**config.mk**
```make
export PLATFORM = sky130hd
export DESIGN_NAME = router_pkt_sink
export DESIGN_NICKNAME = d
export VERILOG_FILES = /design/src/rtl/router_pkt_sink.sv
export SDC_FILE = /design/constraint.sdc
export NUM_CORES = 1
export LEC_CHECK = 0
export CORE_UTILIZATION = 57
export DETAILED_ROUTE_END_ITERATION = 12
export PLACE_DENSITY_LB_ADDON = 0.25
export SLEW_MARGIN = 20
export SYNTH_ARGS = -nofsm -noshare
export SYNTH_HDL_FRONTEND = slang
export SYNTH_SLANG_ARGS = --single-unit
```
**constraint.sdc**
```tcl
create_clock -name i_clock -period 8.6 [get_ports i_clock]
set_clock_uncertainty 0.2 [all_clocks]
set_input_delay 1.72 -clock i_clock [delete_from_list [all_inputs] [get_ports i_clock]]
set_output_delay 1.72 -clock i_clock [all_outputs]
set_load 0.02 [all_outputs]
```
**src/rtl/router_pkt_sink.sv**
```systemverilog
// router_pkt_sink: drains one router output FIFO, reassembles packets, checks parity/address
module router_pkt_sink #(
    parameter logic [1:0] PORT_ID    = 2'd0,
    parameter int         READ_DELAY = 2,
    parameter int         TIMEOUT    = 32,
    parameter int         CNT_W      = 16
) (
    input  logic             i_clock,
    input  logic             i_reset,
    input  logic             i_enable,
    input  logic             i_vld_out,
    input  logic [7:0]       i_data_out,
    output logic             o_read_enb,
    output logic [7:0]       o_rx_data,
    output logic             o_rx_data_valid,
    output logic             o_pkt_done,
    output logic [5:0]       o_pkt_len,
    output logic [1:0]       o_pkt_addr,
    output logic             o_parity_err,
    output logic             o_addr_err,
    output logic             o_pkt_abort,
    output logic [CNT_W-1:0] o_pkt_count,
    output logic [CNT_W-1:0] o_err_count
);
    localparam int IW = $clog2(TIMEOUT + 1);
    typedef enum logic [1:0] {IDLE, WAIT, RX, DONE} state_t;
    state_t           r_state, w_next;
    logic [4:0]       r_dly_cnt;
    logic [6:0]       r_pops_issued, r_idx, w_pops_total;
    logic [IW-1:0]    r_idle_cnt;
    logic [7:0]       r_xor, r_rx_data;
    logic             r_pop_d, r_rx_data_valid, r_parity_err, r_addr_err, r_pkt_abort;
    logic [5:0]       r_pkt_len;
    logic [1:0]       r_pkt_addr;
    logic [CNT_W-1:0] r_pkt_count, r_err_count;
    logic             w_pop, w_last, w_timeout, w_perr, w_aerr;

    // Until the header is sampled the length is unknown, so allow the maximum;
    // at most two pops go out before that, and every packet has at least two bytes.
    assign w_pops_total = (r_idx == 7'd0) ? 7'd65 : 7'(r_pkt_len) + 7'd2;
    assign w_pop        = !i_reset && r_state == RX && i_vld_out && r_pops_issued < w_pops_total;
    assign w_last       = r_pop_d && r_idx != 7'd0 && r_idx == 7'(r_pkt_len) + 7'd1;
    assign w_perr       = i_data_out != r_xor;
    assign w_aerr       = r_pkt_addr != PORT_ID;
    assign w_timeout    = r_state == RX && !w_pop && !w_last && r_idle_cnt == IW'(TIMEOUT - 1);

    assign o_read_enb      = w_pop;
    assign o_rx_data       = r_rx_data;
    assign o_rx_data_valid = r_rx_data_valid;
    assign o_pkt_done      = r_state == DONE;
    assign o_pkt_len       = r_pkt_len;
    assign o_pkt_addr      = r_pkt_addr;
    assign o_parity_err    = r_parity_err;
    assign o_addr_err      = r_addr_err;
    assign o_pkt_abort     = r_pkt_abort;
    assign o_pkt_count     = r_pkt_count;
    assign o_err_count     = r_err_count;

    // next-state selection
    always_comb begin
        w_next = r_state;
        case (r_state)
            IDLE:    w_next = (i_enable && i_vld_out) ? ((READ_DELAY == 0) ? RX : WAIT) : IDLE;
            WAIT:    w_next = !i_vld_out ? IDLE : (r_dly_cnt <= 5'd1) ? RX : WAIT;
            RX:      w_next = w_last ? DONE : w_timeout ? IDLE : RX;
            default: w_next = IDLE;
        endcase
    end

    // state register; reset abandons any partial packet
    always_ff @(posedge i_clock) r_state <= i_reset ? IDLE : w_next;

    // byte capture, running parity, per-packet status and saturating counters
    always_ff @(posedge i_clock) begin
        if (i_reset) begin
            r_pop_d         <= 1'b0;
            r_rx_data       <= '0;
            r_rx_data_valid <= 1'b0;
            r_pkt_abort     <= 1'b0;
            r_dly_cnt       <= '0;
            r_pops_issued   <= '0;
            r_idx           <= '0;
            r_idle_cnt      <= '0;
            r_xor           <= '0;
            r_pkt_len       <= '0;
            r_pkt_addr      <= '0;
            r_parity_err    <= 1'b0;
            r_addr_err      <= 1'b0;
            r_pkt_count     <= '0;
            r_err_count     <= '0;
        end else begin
            r_pop_d         <= w_pop;
            r_rx_data_valid <= r_pop_d;
            r_pkt_abort     <= w_timeout;
            r_dly_cnt       <= (r_state == WAIT) ? r_dly_cnt - 5'd1 : 5'(READ_DELAY);
            if (r_pop_d) r_rx_data <= i_data_out;
            if (r_state != RX) begin
                r_pops_issued <= '0;
                r_idx         <= '0;
                r_idle_cnt    <= '0;
                r_xor         <= '0;
            end else begin
                if (w_pop) r_pops_issued <= r_pops_issued + 7'd1;
                r_idle_cnt <= w_pop ? '0 : r_idle_cnt + IW'(1);
                if (r_pop_d) begin
                    r_idx <= r_idx + 7'd1;
                    r_xor <= r_xor ^ i_data_out;
                end
                if (r_pop_d && r_idx == 7'd0) begin
                    r_pkt_len  <= i_data_out[7:2];
                    r_pkt_addr <= i_data_out[1:0];
                end
                if (w_last) begin
                    r_parity_err <= w_perr;
                    r_addr_err   <= w_aerr;
                    if (~&r_pkt_count) r_pkt_count <= r_pkt_count + CNT_W'(1);
                    if ((w_perr || w_aerr) && ~&r_err_count) r_err_count <= r_err_count + CNT_W'(1);
                end
            end
        end
    end
endmodule
```
# Yosys cells after proc, flatten, opt, wreduce, memory -nomap -nowiden
# Index checks and enable logic that the tools add are counted.
# totals
regBits,88
input_bits,12
output_inout_bits,54
word_cells,75
# op_classes
n_addsub,8
magnitude_cmp,2
eq_ne,7
mux,8
n_bitwise,4
reduce_logical,29
# ops
op,n
$add A16 B1 Y16 const B,2
$reduce_and A16 Y1,2
$add A7 B1 Y7 const B,2
$logic_and A1 B1 Y1,11
$mux W2,5
$ne A8 B8 Y1,1
$xor A8 B8 Y8,1
$add A6 B1 Y7 const B,1
$add A6 B2 Y7 const B,1
$eq A7 B7 Y1,1
$logic_not A7 Y1,1
$lt A7 B7 Y1,1
$mux W7,1
$reduce_bool A7 Y1,1
$add A6 B1 Y6 const B,1
$eq A6 B5 Y1 const B,1
$pmux W2 S3,1
$reduce_and A3 Y1,2
$le A5 B1 Y1 const B,1
$sub A5 B1 Y5 const B,1
$eq A2 B2 Y1 const B,2
$logic_not A1 Y1,4
$reduce_and A2 Y1,2
$reduce_or A2 Y1,2
other kinds (8),10

# Longest topological paths before layout
# Gate-level depths: netlist of the first run.
# depth
ltp_word,11
ltp_mapped,14
depth_no_buf,13

# Worst setup path after synthesis of the first run
# No wires, ideal clock.
# synth_timing
path_kind,in2out
start,input port i_reset
end,output port o_read_enb
arrival_ps,3092
required_ps,6680
slack_ps,3588
cell_stages,6
path_buffers,1
cell_sequence,nor3b_1 o2111ai_1 nor4b_1 nor2_1 clkbuf_1 inv_1
# synth_via
elab_chain_cells,4
# synth_rtl
item,line_no,text
"start, declared",9,"input logic i_reset,"
$logic_not A1 Y1,41,assign w_pop = !i_reset && r_state == RX && i_vld_out && r_pops_issued < w_pops_total;
$logic_and A1 B1 Y1 (3 in series),41,
"end, declared",13,"output logic o_read_enb,"
# Every way passes these cells.

# Worst setup path in the final report of the first run
# Ends and elaborated chain as after synthesis.

==> run metrics, run 1 <==
status=finished, final reports clean; initial antenna violation count=0; Most used DFF post-synth=dfxtp_1; port bufs=65; P per Cell Area=135.5 nW/µm²; most frequent cells in the layout=dfxtp_1, clkdlybuf4s50_1, nor2_1; setup TNS=0 ns; core area=7292 µm²; CP max FO=58; final period utilization=72.10%; Max rail drop VDD=103.6 µV; relative slew slack=26.46%; final instance area=5195 µm²; total grt overflow=0; Final #Nets=592; I/O pin total=66; Hold Path Cell Cnt=1; Worst EP required=6.68 ns; Post-synth EDFFs=0; sw frac=23.29%; DRT Pass-1 Iters=4; root buffer cell=clkbuf_8; Setup crit start kind=input pin; crit end category=output pin; Starting Density=59.32%; die area=7941 µm²; Routed WL per cell=14.76 µm; Gate power share=3.4%; routability congestion estimate=0.8397; clock slew at reported path FFs=0.09 ns; wirelength, routed=9860 µm; r2r endpoint=o_pkt_count[10]; Hold Path Class=reg -> reg; Post-Syn Nets=534; leak pwr=1.752 nW; yosys warns=0; H-tree lvl count=3; Final min period=6.201 ns; placed cells=652; maxcap violations=0; GRT Total Usage=25.70%; Worst Setup Path Type=in -> out; non-filler cells, final=668; Post-CTS Setup Inserts=0; Pwr Total=703.9 µW; Critical path origin=i_reset; unrepaired setup endpoints after global routing=false; FP Rows=31; TritonCTS clock tree=yes; most common cell after layout, fill and taps aside=dfxtp_1; clock latency on the worst-skew pair=0.36 ns; number of remaining DRC errors=0; Clock power frac=38.3%; CTS Hold Bufs=0; Inserted Clock Buffers=9; PostCTS Resize Cnt=0; cell area after synthesis=4325 µm²; Max Slew Vio Count=0; ant diodes=0; Reg2Reg Depth=7; first-pass GRT wire length=15,980 µm; worst flop-to-flop path startpoint=o_pkt_len[0]; synthesized flop and latch total=88; ys async rst share=0%; Arrival @ worst endpoint=4.28 ns; clock sink total=88; count of final setup violators=0; Mean Syn Cell Area=8.548 µm²; initial DRC count=134; pin count of the biggest net entering global routing=59; DR vias=3,798; sequential share of power=58.3%; Cells after Synth=506; Internal=540.0 µW; pre-CTS setup slack=2.415 ns; final worst slack=2.399 ns; hold slack=0.2586 ns; DR vias/cell=5.686; area overhead of the layout relative to synthesis=20.10%; end of the critical path=o_read_enb; DP Area=5011 µm²; ANT nets after route=0; final core utilization=71.24%; Yosys cell types=53; share of cells above drive strength 1=4.569%; Seq/Total Area, Yosys=40.73%; Detail Placement HPWL=6892 µm; vias in the first global route=3,596; flop2flop setup slack=4.84 ns; FMAX=161.3 MHz; Worst-Margin Slew=1.093 ns; clk buf depth=2; die width=89.11 µm; NetSw=163.9 µW; Die Height=89.11 µm; Final Hold Viols=0
worst min-delay path by stage:
| stage | start | endpoint |
|---|---|---|
| detailed placement | r_idle_cnt[0] | r_idle_cnt[0] |
| floorplan | r_idle_cnt[0] | r_idle_cnt[0] |
| CTS | r_idle_cnt[0] | r_idle_cnt[0] |
| global placement | r_idle_cnt[0] | r_idle_cnt[0] |
| finish | r_idle_cnt[0] | r_idle_cnt[0] |
| global route | r_idle_cnt[0] | r_idle_cnt[0] |
power by group through the flow:
stage | clock (mW) | sequential [mW] | combinational [mW]
2_1_floorplan | 0 | 0.420 | 0.0128
3_3_place_gp | 0 | 0.420 | 0.0231
3_5_place_dp | 0 | 0.420 | 0.0235
4_1_cts | 0.273 | 0.411 | 0.0237
5_1_grt | 0.291 | 0.411 | 0.0262
6_report | 0.270 | 0.411 | 0.0237
cell type report:
cell class	count	area (µm²)
multi-input cells	380	2397
fillers	604	2097
flip-flops and latches	88	1762
repair buffers	67	660.6
clock buffers	12	155.1
well taps	99	123.9
inverters	18	67.56
clock inverters	4	28.78
routing by layer:
| layer | vias up | share of wire [%] | GRT usage [%] |
|---|---|---|---|
| met5 | - | 0 | 0 |
| met4 | 0 | 1.7 | 9.812 |
| met3 | 17 | 3.9 | 5.633 |
| met2 | 84 | 48 | 43.93 |
| met1 | 1782 | 46 | 31.72 |
| li1 | 1915 | - | - |
synth_stat cells, types with 6 or more instances:
cell | n | area [µm²]
clkbuf_1 | 15 | 56.30
dfxtp_1 | 88 | 1762
nand3_1 | 22 | 110.1
nor2_1 | 59 | 221.5
o31ai_1 | 11 | 82.58
mux2i_1 | 12 | 120.1
nand2_1 | 42 | 157.7
nand4_1 | 15 | 93.84
nand2b_1 | 11 | 68.82
a21oi_1 | 39 | 195.2
or4_1 | 10 | 75.07
nor4_1 | 8 | 50.05
xnor2_1 | 15 | 131.4
o21ai_0 | 17 | 85.08
inv_1 | 18 | 67.56
nor3_1 | 7 | 35.03
nor2b_1 | 6 | 37.54
xor2_1 | 27 | 236.5
ha_1 | 16 | 200.2
and3_1 | 6 | 37.54
or3_1 | 15 | 93.84
cells by family (layout without fill, tap and decap cells):
kind of cell / Yosys count / in the layout / synth area share, %
flops: 88 / 88 / 40.73
compound gates: 85 / 85 / 11.86
mux: 15 / 15 / 3.558
simple gates: 222 / 222 / 26.87
fa+ha+maj: 16 / 16 / 4.628
xor+xnor: 42 / 42 / 8.505
buf+inv: 38 / 101 / 3.847
sequential cells by signal, indices dropped and copies added (netlist names), 5 cells and up:
name / cells
o_rx_data: 8
o_pkt_count: 16
r_dly_cnt: 5
r_idx: 7
o_pkt_len: 6
r_pops_issued: 7
r_xor: 8
r_idle_cnt: 6
o_err_count: 16
worst max-delay path, cell delays in order:
cell and delay (ns):
buf_2 0.10, buf_4 0.30, nor3b_1 0.49, o2111ai_1 0.23
nor4b_1 0.40, nor2_1 0.24, inv_1 0.17, clkdlybuf4s50_1 0.62
Note: power is estimated with default switching activity, not from simulation.
==> inputs of run 2 (changes only) <==
CORE_UTILIZATION = 49   (was 57)
clock period = 5.6 ns   (was 8.6 ns; I/O delays follow)
==> run metrics, run 2 (synthesis gave the netlist of run 1 again) <==
core area=8382 µm² (+15%); port bufs=65 (unchanged); clock latency on the worst-skew pair=0.36 ns (about the same); die area=9207 µm² (+16%); crit end category=output pin; leak pwr=1.764 nW (+0.67%); P per Cell Area=213.1 nW/µm² (+57%); CP max stage delay=0.58 ns (-0.04 ns); Worst-Margin Slew=0.9795 ns (-0.1135 ns); Hold Path Class=reg -> reg; TritonCTS clock tree=yes; hold slack=0.2554 ns (-0.003252 ns); Hold Path Cell Cnt=1 (unchanged); Inserted Clock Buffers=9 (unchanged); status=finished, final reports clean; total grt overflow=0 (unchanged); unrepaired setup endpoints after global routing=false; final period utilization=90.02%; initial DRC count=144 (+7.5%); DR vias/cell=5.561 (-2.2%); routability congestion estimate=0.8408 (+0.13%); H-tree lvl count=3 (unchanged); Starting Density=51.60% (-7.7 points); DP Area=5019 µm² (+0.15%); pin count of the biggest net entering global routing=58 (-1.7%); root buffer cell=clkbuf_8; wirelength, routed=9588 µm (-2.8%); Arrival @ worst endpoint=3.72 ns (-0.56 ns); Max Slew Vio Count=0 (unchanged); clock slew at reported path FFs=0.10 ns (about the same); vias in the first global route=3,469 (-3.5%); Final min period=5.041 ns; die width=95.96 µm (+7.7%); Detail Placement HPWL=6864 µm (-0.41%); ANT nets after route=0 (unchanged); first-pass GRT wire length=15,650 µm (-2.1%); I/O pin total=66 (unchanged); Final #Nets=592 (unchanged); most frequent cells in the layout=dfxtp_1, clkdlybuf4s50_1, nor2_1; DRT Pass-1 Iters=5 (+1); FP Rows=33 (+6.5%); Max rail drop VDD=189.0 µV (+82%); clock sink total=88 (unchanged); Reg2Reg Depth=7 (unchanged); Worst EP required=4.28 ns (-2.40 ns); CTS Hold Bufs=0 (unchanged); Final Hold Viols=0 (unchanged); Post-CTS Setup Inserts=0 (unchanged); setup TNS=0 ns (unchanged); Buffers & Inverters on Critical Path=3 (-1); Die Height=95.96 µm (+7.7%); worst-path cell chain=nor4_1, nand2_1, o21a_1, ha_1, inv_1, o2111ai_1, nor2_1, nor2_1, inv_1, clkdlybuf4s50_1; WP depth=10 (+2); relative slew slack=34.33% (+7.9 points); Worst Setup Path Type=reg -> out; clk buf depth=2 (unchanged); CP max FO=12 (-79%); final instance area=5226 µm² (+0.60%); Routed WL per cell=14.23 µm (-3.6%); share of cells above drive strength 1=4.921% (+0.35 points); Setup crit start kind=flop; count of final setup violators=0 (unchanged); GRT Total Usage=21.76% (-3.9 points); ant diodes=0 (unchanged); area overhead of the layout relative to synthesis=20.83%; PostCTS Resize Cnt=0 (unchanged); DR vias=3,748 (-1.3%); Fill cells=728 (+21%); slowest CP cell=clkdlybuf4s50_1; number of remaining DRC errors=0 (unchanged); initial antenna violation count=0 (unchanged); most common cell after layout, fill and taps aside=dfxtp_1; CP delay by family, top=simple AND/OR/NAND/NOR gates; maxcap violations=0 (unchanged); FMAX=198.4 MHz
[run 2: cell types whose count changed in the layout (fill, tap and decap cells not counted)]
cell | previous run | this run
bufinv_16 | 0 | 1
clkbuf_1 | 1 | 0
clkbuf_8 | 11 | 9
clkinv_4 | 1 | 2
clkinvlp_4 | 2 | 1
inv_6 | 0 | 2
nor4_1 | 8 | 7
nor4_2 | 1 | 2
[run 2: final cells by class]
| class | instances | area [µm²] | share of cell area (%) |
|---|---|---|---|
| Clock inverter | 7 | 77.57 | 1.484 |
| Sequential cell | 88 | 1762 | 33.71 |
| Inverter | 18 | 67.56 | 1.293 |
| Timing Repair Buffer | 67 | 660.6 | 12.64 |
| Multi-Input combinational cell | 380 | 2404 | 45.99 |
| Clock buffer | 9 | 123.9 | 2.370 |
| Tap cell | 105 | 131.4 | 2.514 |
[run 2: metrics by stage]
stage	total power [mW]	setup WS [ns]	utilization [%]	std cells
2_1_floorplan	0.6647	1.788	-	506
3_3_place_gp	0.6811	1.010	59.87	658
3_5_place_dp	0.6815	0.9361	59.87	658
4_1_cts	1.126	0.5678	62.28	674
5_1_grt	1.153	0.2385	62.35	674
6_report	1.114	0.5591	62.35	674
[run 2: path summary, 6_finish.rpt]
path | end | slack (ns) | from
setup / recovery | o_read_enb | 0.56 | r_idx[2]
hold / removal | r_idle_cnt[0] | 0.26 | r_idle_cnt[0]
hold reg to reg | r_idle_cnt[0] | 0.26 | r_idle_cnt[0]
setup reg to reg | o_pkt_count[15] | 1.82 | o_pkt_len[0]
[run 2: layer usage]
layer | routed length (µm) | GRT usage, %
met4 | 68 | 7.711
met2 | 4751 | 38.63
met1 | 4389 | 26.22
met5 | 0 | 0
met3 | 378 | 3.949
[run 2: where the power goes]
| part | total, mW | switching [mW] | internal, mW |
|---|---|---|---|
| clock | 0.447 | 0.237 | 0.210 |
| sequential | 0.631 | 0.00294 | 0.628 |
| combinational | 0.0361 | 0.0204 | 0.0157 |
[run 2: worst reg2reg max path: stages (launching register included)]
cell and delay, ns:
dfxtp_1 0.49, ha_1 0.32, xor2_1 0.16, a211oi_1 0.34
nand4_1 0.28, nand4bb_1 0.98, or4_1 0.79, a21oi_1 0.14
